==> config.mk <==
export PLATFORM = sky130hd
export DESIGN_NAME = fetch_stage_flat
export DESIGN_NICKNAME = d
export VERILOG_FILES = /design/src/rtl/rv_fetch_pkg.sv /design/src/rtl/fetch_stage_if.sv /design/src/rtl/fetch_slot.sv /design/src/rtl/fetch_stage.sv /design/src/flat_wrapper.sv
export SDC_FILE = /design/constraint.sdc
export NUM_CORES = 1
export LEC_CHECK = 0
export CAP_MARGIN = 20
export CELL_PAD_IN_SITES_DETAIL_PLACEMENT = 1
export CELL_PAD_IN_SITES_GLOBAL_PLACEMENT = 1
export CORE_ASPECT_RATIO = 1.25
export CORE_UTILIZATION = 32
export DETAILED_ROUTE_END_ITERATION = 10
export PLACE_DENSITY_LB_ADDON = 0.1
export SKIP_LAST_GASP = 1
export SLEW_MARGIN = 25
export SYNTH_ARGS = -nofsm -noshare
export SYNTH_HDL_FRONTEND = slang
export SYNTH_HIERARCHICAL = 1
export SYNTH_SLANG_ARGS = --single-unit
==> constraint.sdc <==
create_clock -name clk -period 2.7 [get_ports clk]
set_input_delay 0.54 -clock clk [delete_from_list [all_inputs] [get_ports clk]]
set_output_delay 0.54 -clock clk [all_outputs]
set_load 0.1 [all_outputs]
==> src/rtl/rv_fetch_pkg.sv <==
// Shared types and constants for the RV32 instruction fetch stage.
package rv_fetch_pkg;

    typedef enum logic [1:0] {
        S_REQ,
        S_WAIT,
        S_DROP
    } fetch_state_t;

    localparam logic [31:0] NOP_INSTR = 32'h0000_0013;
    localparam logic [31:0] RESET_PC  = 32'h0000_0000;
    localparam logic [31:0] PC_STEP   = 32'd4;

    typedef struct packed {
        logic [31:0] pc;
        logic [31:0] instr;
        logic        fault;
    } fetch_entry_t;

endpackage

==> src/rtl/fetch_stage_if.sv <==
// Instruction memory port: valid/ready request, valid-only response.
interface fetch_stage_if;
    logic        req_valid;
    logic        req_ready;
    logic [31:0] addr;
    logic        rsp_valid;
    logic [31:0] rdata;
    logic        rsp_err;

    modport master (output req_valid, addr, input req_ready, rsp_valid, rdata, rsp_err);
    modport slave  (input req_valid, addr, output req_ready, rsp_valid, rdata, rsp_err);
endinterface

==> src/rtl/fetch_slot.sv <==
// Registered output entry towards decode; load wins over consume, clear wins over both.
module fetch_slot
    import rv_fetch_pkg::*;
(
    input  logic         clk,
    input  logic         rst,
    input  logic         load_i,
    input  fetch_entry_t entry_i,
    input  logic         clear_i,
    input  logic         ready_i,
    output logic         valid_o,
    output fetch_entry_t entry_o,
    output logic         slot_free_o
);

    logic         valid_q, valid_d;
    fetch_entry_t entry_q, entry_d;

    always_comb begin
        valid_d = valid_q;
        entry_d = entry_q;
        if (clear_i || (!load_i && valid_q && ready_i)) begin
            // An empty slot always presents a NOP with no fault.
            valid_d = 1'b0;
            entry_d = '{pc: entry_q.pc, instr: NOP_INSTR, fault: 1'b0};
        end else if (load_i) begin
            valid_d = 1'b1;
            entry_d = entry_i;
        end
    end

    always_ff @(posedge clk or negedge rst) begin
        if (!rst) begin
            valid_q <= 1'b0;
            entry_q <= '{pc: RESET_PC, instr: NOP_INSTR, fault: 1'b0};
        end else begin
            valid_q <= valid_d;
            entry_q <= entry_d;
        end
    end

    assign valid_o     = valid_q;
    assign entry_o     = entry_q;
    assign slot_free_o = !valid_q || ready_i;

endmodule

==> src/rtl/fetch_stage.sv <==
// RV32 fetch stage: single-outstanding instruction fetch FSM and next-PC mux.
module fetch_stage
    import rv_fetch_pkg::*;
(
    input  logic          clk,
    input  logic          rst,
    input  logic [31:0]   pc,
    output logic [31:0]   pc_next,
    input  logic          redirect_valid,
    input  logic [31:0]   redirect_pc,
    fetch_stage_if.master imem,
    output logic          if_valid,
    input  logic          if_ready,
    output logic [31:0]   if_pc,
    output logic [31:0]   if_instr,
    output logic          if_fault
);

    fetch_state_t state_q, state_d;
    logic [31:0]  req_pc_q, req_pc_d;
    logic         slot_free;
    logic         misaligned;
    logic         req_fire;
    logic         load;
    fetch_entry_t load_entry;
    fetch_entry_t slot_entry;

    assign misaligned     = (pc[1:0] != 2'b00);
    assign imem.req_valid = rst && (state_q == S_REQ) && slot_free && !redirect_valid && !misaligned;
    assign imem.addr      = pc;
    assign req_fire       = imem.req_valid && imem.req_ready;
    assign req_pc_d       = req_fire ? pc : req_pc_q;

    always_comb begin
        if (redirect_valid) begin
            pc_next = redirect_pc;
        end else if (req_fire) begin
            pc_next = pc + PC_STEP;
        end else begin
            pc_next = pc;
        end
    end

    always_comb begin
        state_d    = state_q;
        load       = 1'b0;
        load_entry = '{pc: pc, instr: NOP_INSTR, fault: 1'b1};
        unique case (state_q)
            S_REQ: begin
                if (!redirect_valid) begin
                    if (req_fire) begin
                        state_d = S_WAIT;
                    end else if (misaligned && slot_free) begin
                        load = 1'b1;
                    end
                end
            end
            S_WAIT: begin
                if (imem.rsp_valid) begin
                    state_d = S_REQ;
                    if (!redirect_valid) begin
                        load       = 1'b1;
                        load_entry = '{pc:    req_pc_q,
                                       instr: imem.rsp_err ? NOP_INSTR : imem.rdata,
                                       fault: imem.rsp_err};
                    end
                end else if (redirect_valid) begin
                    state_d = S_DROP;
                end
            end
            S_DROP: begin
                // The stale response retires the drop even if another redirect lands with it.
                if (imem.rsp_valid) begin
                    state_d = S_REQ;
                end
            end
            default: state_d = S_REQ;
        endcase
    end

    always_ff @(posedge clk or negedge rst) begin
        if (!rst) begin
            state_q  <= S_REQ;
            req_pc_q <= RESET_PC;
        end else begin
            state_q  <= state_d;
            req_pc_q <= req_pc_d;
        end
    end

    fetch_slot u_slot (
        .clk         (clk),
        .rst         (rst),
        .load_i      (load),
        .entry_i     (load_entry),
        .clear_i     (redirect_valid),
        .ready_i     (if_ready),
        .valid_o     (if_valid),
        .entry_o     (slot_entry),
        .slot_free_o (slot_free)
    );

    assign if_pc    = slot_entry.pc;
    assign if_instr = slot_entry.instr;
    assign if_fault = slot_entry.fault;

    a_no_rsp_in_req : assert property (@(posedge clk) disable iff (!rst)
        !((state_q == S_REQ) && imem.rsp_valid));

endmodule

==> src/flat_wrapper.sv <==
// flat-port wrapper written by rule: the top's interface ports become plain ports
module fetch_stage_flat import rv_fetch_pkg::*;
  (clk, rst, pc, pc_next, redirect_valid, redirect_pc, if_valid, if_ready, if_pc, if_instr, if_fault, imem_req_valid, imem_addr, imem_req_ready, imem_rsp_valid, imem_rdata, imem_rsp_err);
  fetch_stage_if imem_i ();
  input  logic clk;
  input  logic rst;
  input  logic [31:0] pc;
  output logic [31:0] pc_next;
  input  logic redirect_valid;
  input  logic [31:0] redirect_pc;
  output logic if_valid;
  input  logic if_ready;
  output logic [31:0] if_pc;
  output logic [31:0] if_instr;
  output logic if_fault;
  output wire logic [$bits(imem_i.req_valid)-1:0] imem_req_valid;
  output wire logic [$bits(imem_i.addr)-1:0] imem_addr;
  input wire logic [$bits(imem_i.req_ready)-1:0] imem_req_ready;
  input wire logic [$bits(imem_i.rsp_valid)-1:0] imem_rsp_valid;
  input wire logic [$bits(imem_i.rdata)-1:0] imem_rdata;
  input wire logic [$bits(imem_i.rsp_err)-1:0] imem_rsp_err;
  assign imem_req_valid = imem_i.req_valid;
  assign imem_addr = imem_i.addr;
  assign imem_i.req_ready = imem_req_ready;
  assign imem_i.rsp_valid = imem_rsp_valid;
  assign imem_i.rdata = imem_rdata;
  assign imem_i.rsp_err = imem_rsp_err;
  fetch_stage u_core (.clk(clk), .rst(rst), .pc(pc), .pc_next(pc_next), .redirect_valid(redirect_valid), .redirect_pc(redirect_pc), .imem(imem_i), .if_valid(if_valid), .if_ready(if_ready), .if_pc(if_pc), .if_instr(if_instr), .if_fault(if_fault));
endmodule
# Word level (Yosys, flattened, before mapping)
# Index checks and enable logic that the tools add are counted.
# word_totals
regBits,100
latchBits,0
ramBits,0
mem_bits_ro,0
in_bits,103
output_inout_bits,131
wordCells,55
n_memories,0
# classes
add_sub_neg,1
n_mul,0
n_div,0
n_lt_le_gt_ge,0
eq_ne,6
shift,0
n_mux,22
n_bitwise,1
reduce_logical,19
# ops
op,count
$mux W65,3
$mux W32,3
$mux W33,2
$add A32 B3 Y32 const B,1
$mux W2,5
$logic_and A1 B1 Y1,8
$mux W1,7
$pmux W2 S3,1
$logic_not A1 Y1,4
$ne A2 B2 Y1 const B,2
$reduce_and A4 Y1,1
$reduce_bool A2 Y1,2
$ne A3 B3 Y1 const B,1
$eq A2 B1 Y1 const B,1
$eq A2 B2 Y1 const B,1
$logic_not A2 Y1,1
$logic_or A1 B1 Y1,2
$ne A2 B1 Y1 const B,1
$pmux W1 S2,1
$reduce_and A2 Y1,1
$not A1 Y1,1

# Logic depth before layout (Yosys ltp)
# Gate-level depths: netlist of the first run.
# depth
depth_word,15
ltp_mapped,10
depth_no_buf,7

# By module
# Netlist of the first run, hierarchy kept.
# by_module_without_submodules
mod,n_inst,cells_per_inst,area_each_um2,seq_area_each_um2
fetch_stage,1,487,3295.7,850.8
fetch_slot,1,220,2708.8,1655.3

# Least setup slack after synthesis of the first run
# OpenSTA, ideal clock, no wires.
# synth_timing
path_type,register -> output
from,"reg u_core.u_slot.valid_q, in the netlist u_core/u_slot/valid_o"
to,out pc_next[11]
arrival_time_ns,4.004
path_slack_ns,-1.844
path_stages_with_launch,8
path_buffers,1
path_cell_list,dfrtp_1 -> nand2b_1 -> nor4b_4 -> nand4_2 -> buf_4 -> nor3_1 -> xnor2_1 -> o21ai_0
# synth_between
elab_chain_cells,8
# synth_lines
item,line,text
"start, declared",fetch_slot.sv:16,"logic valid_q, valid_d;"
"start signal, assigned",fetch_slot.sv:37,valid_q <= valid_d;
$logic_not A1 Y1,fetch_slot.sv:44,assign slot_free_o = !valid_q || ready_i;
$logic_or A1 B1 Y1,fetch_slot.sv:44,
named net u_core.slot_free,fetch_stage.sv:21,logic slot_free;
$logic_and A1 B1 Y1 (3 in series),fetch_stage.sv:29,assign imem.req_valid = rst && (state_q == S_REQ) && slot_free && !redirect_valid && !misaligned;
$logic_and A1 B1 Y1,fetch_stage.sv:31,assign req_fire = imem.req_valid && imem.req_ready;
$mux W32,fetch_stage.sv:37,end else if (req_fire) begin
$mux W32,fetch_stage.sv:35,if (redirect_valid) begin
"end, declared",flat_wrapper.sv:8,output logic [31:0] pc_next;
# The timed path passes the listed nets, and every way through them passes these cells.

# Worst setup path after layout of the first run
# layout_timing
from,in if_ready
to,out pc_next[27]
# layout_between
elab_chain_cells,7
# layout_lines
item,line,text
"start, declared",flat_wrapper.sv:12,input logic if_ready;
$logic_or A1 B1 Y1,fetch_slot.sv:44,
named net u_core.slot_free,fetch_stage.sv:21,
$logic_and A1 B1 Y1 (3 in series),fetch_stage.sv:29,
$logic_and A1 B1 Y1,fetch_stage.sv:31,
$mux W32,fetch_stage.sv:37,
$mux W32,fetch_stage.sv:35,
# The timed path passes the listed nets, and every way through them passes these cells.

==> results of run 1 <==
cell families after synthesis:
kind of cell,after synthesis,share of synthesized area [%]
xor gates and xnor gates,29,4.230
muxes,38,8.356
DFF,100,41.74
adders and majority gates,1,0.2083
AOI/OAI and AO/OA,72,6.126
and+or+nand+nor,375,30.11
buffers and inverters,92,9.231
state kept, by name, summed over array words and instances (netlist names):
name and flops:
u_core/req_pc_q 32, u_core/state_q 2, u_core/u_slot/entry_o 65, u_core/u_slot/valid_o 1
stage by stage:
step / TNS (ps) / util [%] / area, µm² / total power, W
after floorplan: -1706 / - / 6412 / 0.003654
after global placement: -13750 / 53.01 / 9667 / 0.004477
after detailed placement: -15240 / 53.01 / 9667 / 0.004520
after CTS: -6986 / 56.89 / 10380 / 0.005950
after global routing: -8101 / 58.14 / 10600 / 0.006147
final: -5525 / 58.14 / 10600 / 0.005927
critical path: cells and delay by family:
| kind | cells | cell delay (ps) |
|---|---|---|
| xor gates and xnor gates | 1 | 160 |
| buffers and inverters | 5 | 890 |
| and+or+nand+nor | 4 | 720 |
| AOI/OAI and AO/OA | 1 | 190 |
cell usage in the layout, fill, tap and decap left out, types with 3 or more instances in the layout:
cell type	synthesis	final
buf_8	3	4
nand4_1	8	8
o21ai_0	24	10
nand2_1	240	239
dlygate4sd2_1	0	13
mux2_2	16	14
nand4_4	1	4
nor2_1	9	6
and2_1	32	32
nor3_4	0	9
dfstp_2	3	3
xnor2_2	0	19
inv_1	6	6
clkdlybuf4s50_1	0	70
a21oi_1	31	31
and3_4	0	5
or3_1	3	3
clkbuf_16	0	9
o21ai_4	0	28
nor3_1	11	4
buf_6	3	24
dfrtp_1	97	96
clkbuf_2	0	4
o21bai_1	3	3
nand3_1	38	37
buf_4	35	144
nor4_4	2	10
xnor2_1	25	5
nor2_4	0	3
buf_12	0	73
mux2_4	20	22
power by group through the flow:
stage	combinational, W	clock (W)	sequential [W]
floorplan	0.000996	0	0.00266
global placement	0.00263	0	0.00185
detailed placement	0.00266	0	0.00186
CTS	0.00269	0.00142	0.00184
global route	0.00280	0.00148	0.00186
finish	0.00271	0.00138	0.00184
cell type report:
class	instances	area [µm²]	share of cell area, %
clock buffer	11	232.7	2.195
sequential	100	2510	23.67
inverter	7	31.28	0.2950
clock inverter	4	75.07	0.7080
timing repair buffer	333	3717	35.06
tap	228	285.3	2.691
multi-input combinational	515	3751	35.38
layer usage:
| metal | wire length (µm) | vias to the layer above | track usage, % |
|---|---|---|---|
| met5 | 0 | - | 0 |
| met1 | 8681 | 3008 | 26.83 |
| met3 | 1280 | 28 | 4.711 |
| met4 | 382 | 0 | 6.540 |
| li1 | - | 2792 | - |
| met2 | 12360 | 184 | 43.75 |
worst paths after layout:
check	end	cells after the start	from	slack (ps)
worst max-delay path	pc_next[27]	11	if_ready	-340
worst max register to register	u_core/req_pc_q[27]$_DFFE_PN0N_	11	u_core/u_slot/valid_o$_DFFE_PN0P_	640
worst min-delay path	u_core/u_slot/entry_o[17]$_DFFE_PN0P_	2	rst	240
max in group asynchronous	u_core/u_slot/entry_o[2]$_DFFE_PN1P_	4	rst	1280
worst min register to register	u_core/req_pc_q[3]$_DFFE_PN0N_	2	u_core/req_pc_q[3]$_DFFE_PN0N_	480
min in group clk	u_core/req_pc_q[3]$_DFFE_PN0N_	2	u_core/req_pc_q[3]$_DFFE_PN0N_	480
what timing repair did:
action,CTS,global route
buffers inserted,9,10
pin swaps,32,32
resized for setup,101,71
setup endpoints to repair,30,30
==> impl_metrics.xml, run 1 <==
<?xml version="1.0" encoding="UTF-8"?>
<metrics>
  <group name="yosys">
    <metric name="ys_seq_area_share" unit="%">41.74</metric>
    <metric name="yosys.cell_types.count" unit="">42</metric>
    <metric name="yosysWarnings" unit="">6</metric>
    <metric name="yosys_register_bits" unit="">100</metric>
    <metric name="yosys.cell_count.top_type" unit="">nand2_1</metric>
    <metric name="avgSynthCellArea" unit="µm²">8.493</metric>
    <metric name="synthesis.nets" unit="">811</metric>
    <metric name="post-synth-top-area-fraction" unit="%">40.43</metric>
    <metric name="netlist_instances" unit="">707</metric>
    <metric name="synth_async_sr_flop_share" unit="%">100.0</metric>
    <metric name="synthTopCellsByArea" unit="">dfrtp_1, nand2_1, mux2_4, buf_4, xnor2_1</metric>
    <metric name="synth_top_cells_by_count" unit="">nand2_1, dfrtp_1, nand3_1, buf_4, and2_1</metric>
    <metric name="ys_dominant_reg_cell" unit="">dfrtp_1</metric>
    <metric name="synth-edff-count" unit="">0</metric>
    <metric name="synth.largest_area_cell" unit="">dfrtp_1</metric>
    <metric name="post_synth_design_cell_area" unit="µm²">6005</metric>
  </group>
  <group name="drt">
    <metric name="route.antenna.remaining_nets" unit="">0</metric>
    <metric name="firstDrtPassIters" unit="">4</metric>
    <metric name="drt_wl_total" unit="µm">22710</metric>
    <metric name="routed-via-count" unit="">6012</metric>
    <metric name="routed_len_inst" unit="µm">18.95</metric>
    <metric name="detail_route.iter0.violations" unit="">213</metric>
    <metric name="route.detailed.vias_per_inst" unit="">5.018</metric>
    <metric name="route.detailed.drc" unit="">0</metric>
  </group>
  <group name="worst_setup_path">
    <metric name="critPathLaunchType" unit="">primary input</metric>
    <metric name="worst_ep_arrival_time" unit="ps">2500</metric>
    <metric name="critical_path.most_common_cell" unit="">buf_4</metric>
    <metric name="path_cells" unit="">clkdlybuf4s15_1 -&gt; nand2b_4 -&gt; nor4b_4 -&gt; buf_4 -&gt; nand4_4 -&gt; buf_6 -&gt; buf_4 -&gt; nor4_4 -&gt; xnor2_1 -&gt; o21ai_4 -&gt; buf_12</metric>
    <metric name="worst_setup_path_end_kind" unit="">primary output</metric>
    <metric name="timing.critical_path.slowest_stage_cell" unit="">nor4_4</metric>
    <metric name="maximum_fanout_count_along_the_critical_path" unit="">5</metric>
    <metric name="required_arrival_time_at_the_worst_endpoint" unit="ps">2160</metric>
    <metric name="cpPeakStageDelay" unit="ps">260</metric>
    <metric name="worst-setup-path-type" unit="">primary input to primary output</metric>
  </group>
  <group name="finish">
    <metric name="drive_gt1_share" unit="%">40.82</metric>
    <metric name="instances_no_fill" unit="">1198</metric>
    <metric name="final_nets" unit="">1070</metric>
    <metric name="filler_cell_count" unit="">1987</metric>
    <metric name="synthToLayoutAreaGrowth" unit="%">76.58</metric>
    <metric name="ant_diodes" unit="">0</metric>
  </group>
  <group name="sta">
    <metric name="max-slew-margin-rel" unit="%">63.18</metric>
    <metric name="setup_ws" unit="ps">-340.1</metric>
    <metric name="timing_worst_slew_pin_value" unit="ps">552.3</metric>
    <metric name="finalClockSkew" unit="ps">9.463</metric>
    <metric name="report.final.slew_viol_count" unit="">0</metric>
    <metric name="grt_setup_unrepaired" unit="">true</metric>
    <metric name="timing.final.hold_violations" unit="">0</metric>
    <metric name="worst_hold_slack" unit="ps">235.1</metric>
    <metric name="finalSetupViolations" unit="">28</metric>
    <metric name="timing.fmax" unit="GHz">0.3289</metric>
    <metric name="final_min_period_over_clock_period" unit="%">112.6</metric>
    <metric name="finalWorstPathRequiredPeriod" unit="ps">3040</metric>
  </group>
  <group name="clock_network">
    <metric name="cts-buffers-inserted" unit="">9</metric>
    <metric name="tritoncts" unit="">yes</metric>
    <metric name="postCtsHoldBufs" unit="">0</metric>
    <metric name="clk_root_buffer_cell" unit="">clkbuf_16</metric>
    <metric name="cts_max_path_buffers" unit="">2</metric>
    <metric name="numClockSinks" unit="">100</metric>
    <metric name="clk-insertion-delay-late" unit="ps">340</metric>
    <metric name="ctsHtreeMaxLevel" unit="">3</metric>
    <metric name="worst_setup_hold_path_clk_slew" unit="ps">70</metric>
  </group>
  <group name="run">
    <metric name="cap_viol_max_count" unit="">0</metric>
  </group>
  <group name="placement">
    <metric name="place_inst" unit="">1165</metric>
    <metric name="globalplace.congestion" unit="">0.7964</metric>
    <metric name="placement.io_buffers" unit="">233</metric>
    <metric name="dpl_worst_slack" unit="ps">-659.0</metric>
    <metric name="dp_hpwl" unit="µm">16170</metric>
  </group>
  <group name="floorplan">
    <metric name="initial_utilization" unit="%">32.93</metric>
    <metric name="core-area" unit="µm²">18240</metric>
    <metric name="fp.dieArea" unit="µm²">19320</metric>
    <metric name="die_x" unit="µm">124.5</metric>
    <metric name="num_io_pins" unit="">234</metric>
    <metric name="chipHeight" unit="µm">155.2</metric>
    <metric name="row_count" unit="">55</metric>
  </group>
  <group name="pwr">
    <metric name="combinationalPowerShare" unit="%">45.7</metric>
    <metric name="power_frac_clock" unit="%">23.3</metric>
    <metric name="power_density" unit="nW/µm²">559.0</metric>
    <metric name="net-switching-power" unit="W">0.002557</metric>
    <metric name="intPower" unit="W">0.003370</metric>
    <metric name="power.share.sequential" unit="%">31.0</metric>
    <metric name="power.static_leakage" unit="nW">4.984</metric>
    <metric name="vdd_drop_max" unit="µV">301.6</metric>
    <metric name="fraction_of_power_spent_switching_nets" unit="%">43.14</metric>
  </group>
  <group name="status">
    <metric name="violations_in_the_final_reports" unit="">setup timing</metric>
    <metric name="run_status" unit="">complete, but fails checks</metric>
  </group>
  <group name="hold_path">
    <metric name="hold_removal_path_class" unit="">primary input to asynchronous set/reset pin</metric>
  </group>
  <group name="global_routing">
    <metric name="grt_start_max_net_pins" unit="">71</metric>
    <metric name="grt_use_total" unit="%">23.41</metric>
    <metric name="grt_first_pass_wirelength" unit="µm">36050</metric>
    <metric name="first_global_vias" unit="">6541</metric>
    <metric name="global_route.overflow_total" unit="">0</metric>
    <metric name="grt_antenna_before_repair" unit="">0</metric>
  </group>
</metrics>
(Power assumes the default switching activity.)
==> inputs of run 2 (changes only) <==
--- a/config.mk
+++ b/config.mk
@@ -12,6 +12,7 @@
 export CORE_UTILIZATION = 32
 export DETAILED_ROUTE_END_ITERATION = 10
 export PLACE_DENSITY_LB_ADDON = 0.1
+export REMOVE_ABC_BUFFERS = 1
 export SKIP_LAST_GASP = 1
 export SLEW_MARGIN = 25
 export SYNTH_ARGS = -nofsm -noshare
==> run 2 against run 1 <==
Effect of this change:
- core utilization shrank 4.0 points
- largest cell class is now non-clock buffers
- critical endpoint is now pc_next[31]
- via count shrank 2.9%
- die area is the same
- sequential share of layout area grew 1.7 points
- clock power shrank 9%
- the run still ends with setup timing left
- largest power group unchanged
- setup slack gained 190 ps
- fmax grew 6.7%
- sequential power is essentially flat
==> impl_metrics.xml, run 2 (synthesis gave the netlist of run 1 again) <==
<?xml version="1.0" encoding="UTF-8"?>
<metrics>
  <group name="finish">
    <metric name="synthToLayoutAreaGrowth" unit="%">64.43</metric>
    <metric name="fin_util" unit="%">54.14</metric>
    <metric name="most_common_library_cell_in_the_layout_ignoring_fill_and_taps" unit="">nand2_1</metric>
    <metric name="mostFrequentLayoutCells" unit="">nand2_1, buf_4, dfrtp_1</metric>
    <metric name="final_nets" unit="">1046</metric>
    <metric name="ant_diodes" unit="">0</metric>
    <metric name="final_cell_area" unit="µm²">9873</metric>
    <metric name="largest_register_ffs" unit="">65</metric>
    <metric name="drive_gt1_share" unit="%">36.11</metric>
  </group>
  <group name="pwr">
    <metric name="power.share.sequential" unit="%">32.2</metric>
    <metric name="vdd_drop_max" unit="µV">311.7</metric>
    <metric name="fin_total_pwr" unit="W">0.005701</metric>
    <metric name="combinationalPowerShare" unit="%">45.7</metric>
    <metric name="intPower" unit="W">0.003143</metric>
    <metric name="power_density" unit="nW/µm²">577.4</metric>
    <metric name="power.static_leakage" unit="nW">4.683</metric>
    <metric name="power_frac_clock" unit="%">22.1</metric>
    <metric name="fraction_of_power_spent_switching_nets" unit="%">44.88</metric>
    <metric name="net-switching-power" unit="W">0.002558</metric>
  </group>
  <group name="drt">
    <metric name="routed_len_inst" unit="µm">18.43</metric>
    <metric name="detail_route.iter0.violations" unit="">188</metric>
    <metric name="met1Wirelength" unit="µm">8691</metric>
    <metric name="routed-via-count" unit="">5838</metric>
    <metric name="route.detailed.drc" unit="">0</metric>
    <metric name="maxUsedRoutingLayer" unit="">met4</metric>
    <metric name="route.detailed.vias_per_inst" unit="">4.969</metric>
    <metric name="route.antenna.remaining_nets" unit="">0</metric>
    <metric name="drt_wl_total" unit="µm">21650</metric>
    <metric name="firstDrtPassIters" unit="">4</metric>
    <metric name="met2RoutedLength" unit="µm">11260</metric>
    <metric name="route.met3.wl" unit="µm">1367</metric>
  </group>
  <group name="floorplan">
    <metric name="initial_utilization" unit="%">32.93</metric>
    <metric name="fp.dieArea" unit="µm²">19320</metric>
    <metric name="num_io_pins" unit="">234</metric>
    <metric name="core-area" unit="µm²">18240</metric>
    <metric name="chipHeight" unit="µm">155.2</metric>
    <metric name="die_x" unit="µm">124.5</metric>
    <metric name="row_count" unit="">55</metric>
  </group>
  <group name="sta">
    <metric name="timing_worst_slew_pin_value" unit="ps">900.0</metric>
    <metric name="report.final.slew_viol_count" unit="">0</metric>
    <metric name="final_min_period_over_clock_period" unit="%">105.5</metric>
    <metric name="setup_ws" unit="ps">-148.5</metric>
    <metric name="timing.final.hold_violations" unit="">0</metric>
    <metric name="finalClockSkew" unit="ps">3.398</metric>
    <metric name="grt_setup_unrepaired" unit="">true</metric>
    <metric name="fin_setup_tns" unit="ps">-2213</metric>
    <metric name="worst_hold_slack" unit="ps">227.2</metric>
    <metric name="finalWorstPathRequiredPeriod" unit="ps">2849</metric>
    <metric name="max-slew-margin-rel" unit="%">40.00</metric>
    <metric name="timing.fmax" unit="GHz">0.3511</metric>
    <metric name="finalSetupViolations" unit="">27</metric>
  </group>
  <group name="worst_setup_path">
    <metric name="timing.critical_path.slowest_stage_cell" unit="">dlygate4sd2_1</metric>
    <metric name="maximum_fanout_count_along_the_critical_path" unit="">12</metric>
    <metric name="worst_setup_path_end_kind" unit="">primary output</metric>
    <metric name="path_buf_inv" unit="">4</metric>
    <metric name="worst-setup-path-type" unit="">primary input to primary output</metric>
    <metric name="required_arrival_time_at_the_worst_endpoint" unit="ps">2160</metric>
    <metric name="worst_ep_arrival_time" unit="ps">2310</metric>
    <metric name="cpPeakStageDelay" unit="ps">250</metric>
    <metric name="timing.critical_path.max_delay_family" unit="">buffers and inverters</metric>
    <metric name="critPathLaunchType" unit="">primary input</metric>
    <metric name="path_cells" unit="">dlygate4sd2_1 -&gt; nor3b_2 -&gt; buf_4 -&gt; nand4_2 -&gt; buf_12 -&gt; nor4_4 -&gt; xor2_1 -&gt; mux2_4 -&gt; buf_12</metric>
    <metric name="critical_path.most_common_cell" unit="">buf_12</metric>
  </group>
  <group name="clock_network">
    <metric name="clk-insertion-delay-late" unit="ps">350</metric>
    <metric name="clk_root_buffer_cell" unit="">clkbuf_16</metric>
    <metric name="cts-buffers-inserted" unit="">9</metric>
    <metric name="numClockSinks" unit="">100</metric>
    <metric name="ctsHtreeMaxLevel" unit="">3</metric>
    <metric name="tritoncts" unit="">yes</metric>
    <metric name="cts_max_path_buffers" unit="">2</metric>
    <metric name="worst_setup_hold_path_clk_slew" unit="ps">70</metric>
    <metric name="postCtsHoldBufs" unit="">0</metric>
  </group>
  <group name="status">
    <metric name="violations_in_the_final_reports" unit="">setup timing</metric>
    <metric name="run_status" unit="">complete, but fails checks</metric>
  </group>
  <group name="global_routing">
    <metric name="grt_use_total" unit="%">22.69</metric>
    <metric name="grt_antenna_before_repair" unit="">0</metric>
    <metric name="grt_start_max_net_pins" unit="">98</metric>
    <metric name="global_route.overflow_total" unit="">0</metric>
    <metric name="first_global_vias" unit="">6397</metric>
    <metric name="grt_first_pass_wirelength" unit="µm">34800</metric>
  </group>
  <group name="run">
    <metric name="cap_viol_max_count" unit="">0</metric>
  </group>
  <group name="placement">
    <metric name="detailed_place.area" unit="µm²">9134</metric>
    <metric name="globalplace.congestion" unit="">0.7573</metric>
    <metric name="placement.io_buffers" unit="">233</metric>
    <metric name="dp_hpwl" unit="µm">15100</metric>
  </group>
  <group name="hold_path">
    <metric name="hold_removal_path_class" unit="">primary input to asynchronous set/reset pin</metric>
  </group>
</metrics>
## run 2: power groups by stage
stage / registers (W) / logic, W / clock network (W)
after global routing: 0.00186 / 0.00270 / 0.00135
after floorplan: 0.00266 / 0.000643 / 0
after CTS: 0.00184 / 0.00261 / 0.00129
after global placement: 0.00185 / 0.00255 / 0
after detailed placement: 0.00186 / 0.00259 / 0
final: 0.00184 / 0.00261 / 0.00126
## run 2: path summary, 6_finish.rpt
check | start | slack [ps] | end | depth (start not counted)
setup reg to reg | u_core/u_slot/valid_o$_DFFE_PN0P_ | 720 | u_core/u_slot/entry_o[38]$_DFFE_PN0P_ | 9
hold reg to reg | u_core/req_pc_q[26]$_DFFE_PN0N_ | 480 | u_core/req_pc_q[26]$_DFFE_PN0N_ | 2
max in group asynchronous | rst | 1220 | u_core/req_pc_q[26]$_DFFE_PN0N_ | 3
setup / recovery | pc[1] | -150 | pc_next[31] | 9
hold / removal | rst | 230 | u_core/u_slot/entry_o[33]$_DFFE_PN0P_ | 2
min in group clk | u_core/req_pc_q[26]$_DFFE_PN0N_ | 480 | u_core/req_pc_q[26]$_DFFE_PN0N_ | 2
## run 2: layout make-up
type	count	area (µm²)
timing repair buffer	309	3478
multi-input combinational	515	3287
sequential	100	2506
inverter	7	31.28
tap	228	285.3
fill	2043	8363
clock inverter	7	60.06
clock buffer	9	225.2
## run 2: metal layers
metal,up-vias,global-route usage (%)
li1,2759,-
met1,2882,26.59
met2,176,40.78
met3,21,5.812
met4,0,6.254
met5,-,0
## run 2: per-stage QoR
stage	std cells	setup WS [ps]
after floorplan	622	-2290
after global placement	1146	-609.8
after detailed placement	1146	-696.4
after CTS	1173	-164.3
after global routing	1175	-255.5
final	1175	-148.5
## run 2: what timing repair did
action,in CTS,in global routing
endpoints found under the hold margin,0,0
gates cloned,2,0
resized for setup,154,17
buffers inserted,9,3
pin swaps,28,11
setup endpoints to repair,30,30
==> inputs of run 3 (changes only) <==
--- a/config.mk
+++ b/config.mk
@@ -5,7 +5,7 @@
 export SDC_FILE = /design/constraint.sdc
 export NUM_CORES = 1
 export LEC_CHECK = 0
-export CAP_MARGIN = 20
+export CAP_MARGIN = 25
 export CELL_PAD_IN_SITES_DETAIL_PLACEMENT = 1
 export CELL_PAD_IN_SITES_GLOBAL_PLACEMENT = 1
 export CORE_ASPECT_RATIO = 1.25
==> results of run 3 <==
No change in the layout: final DEF, timing and power equal those of run 2.
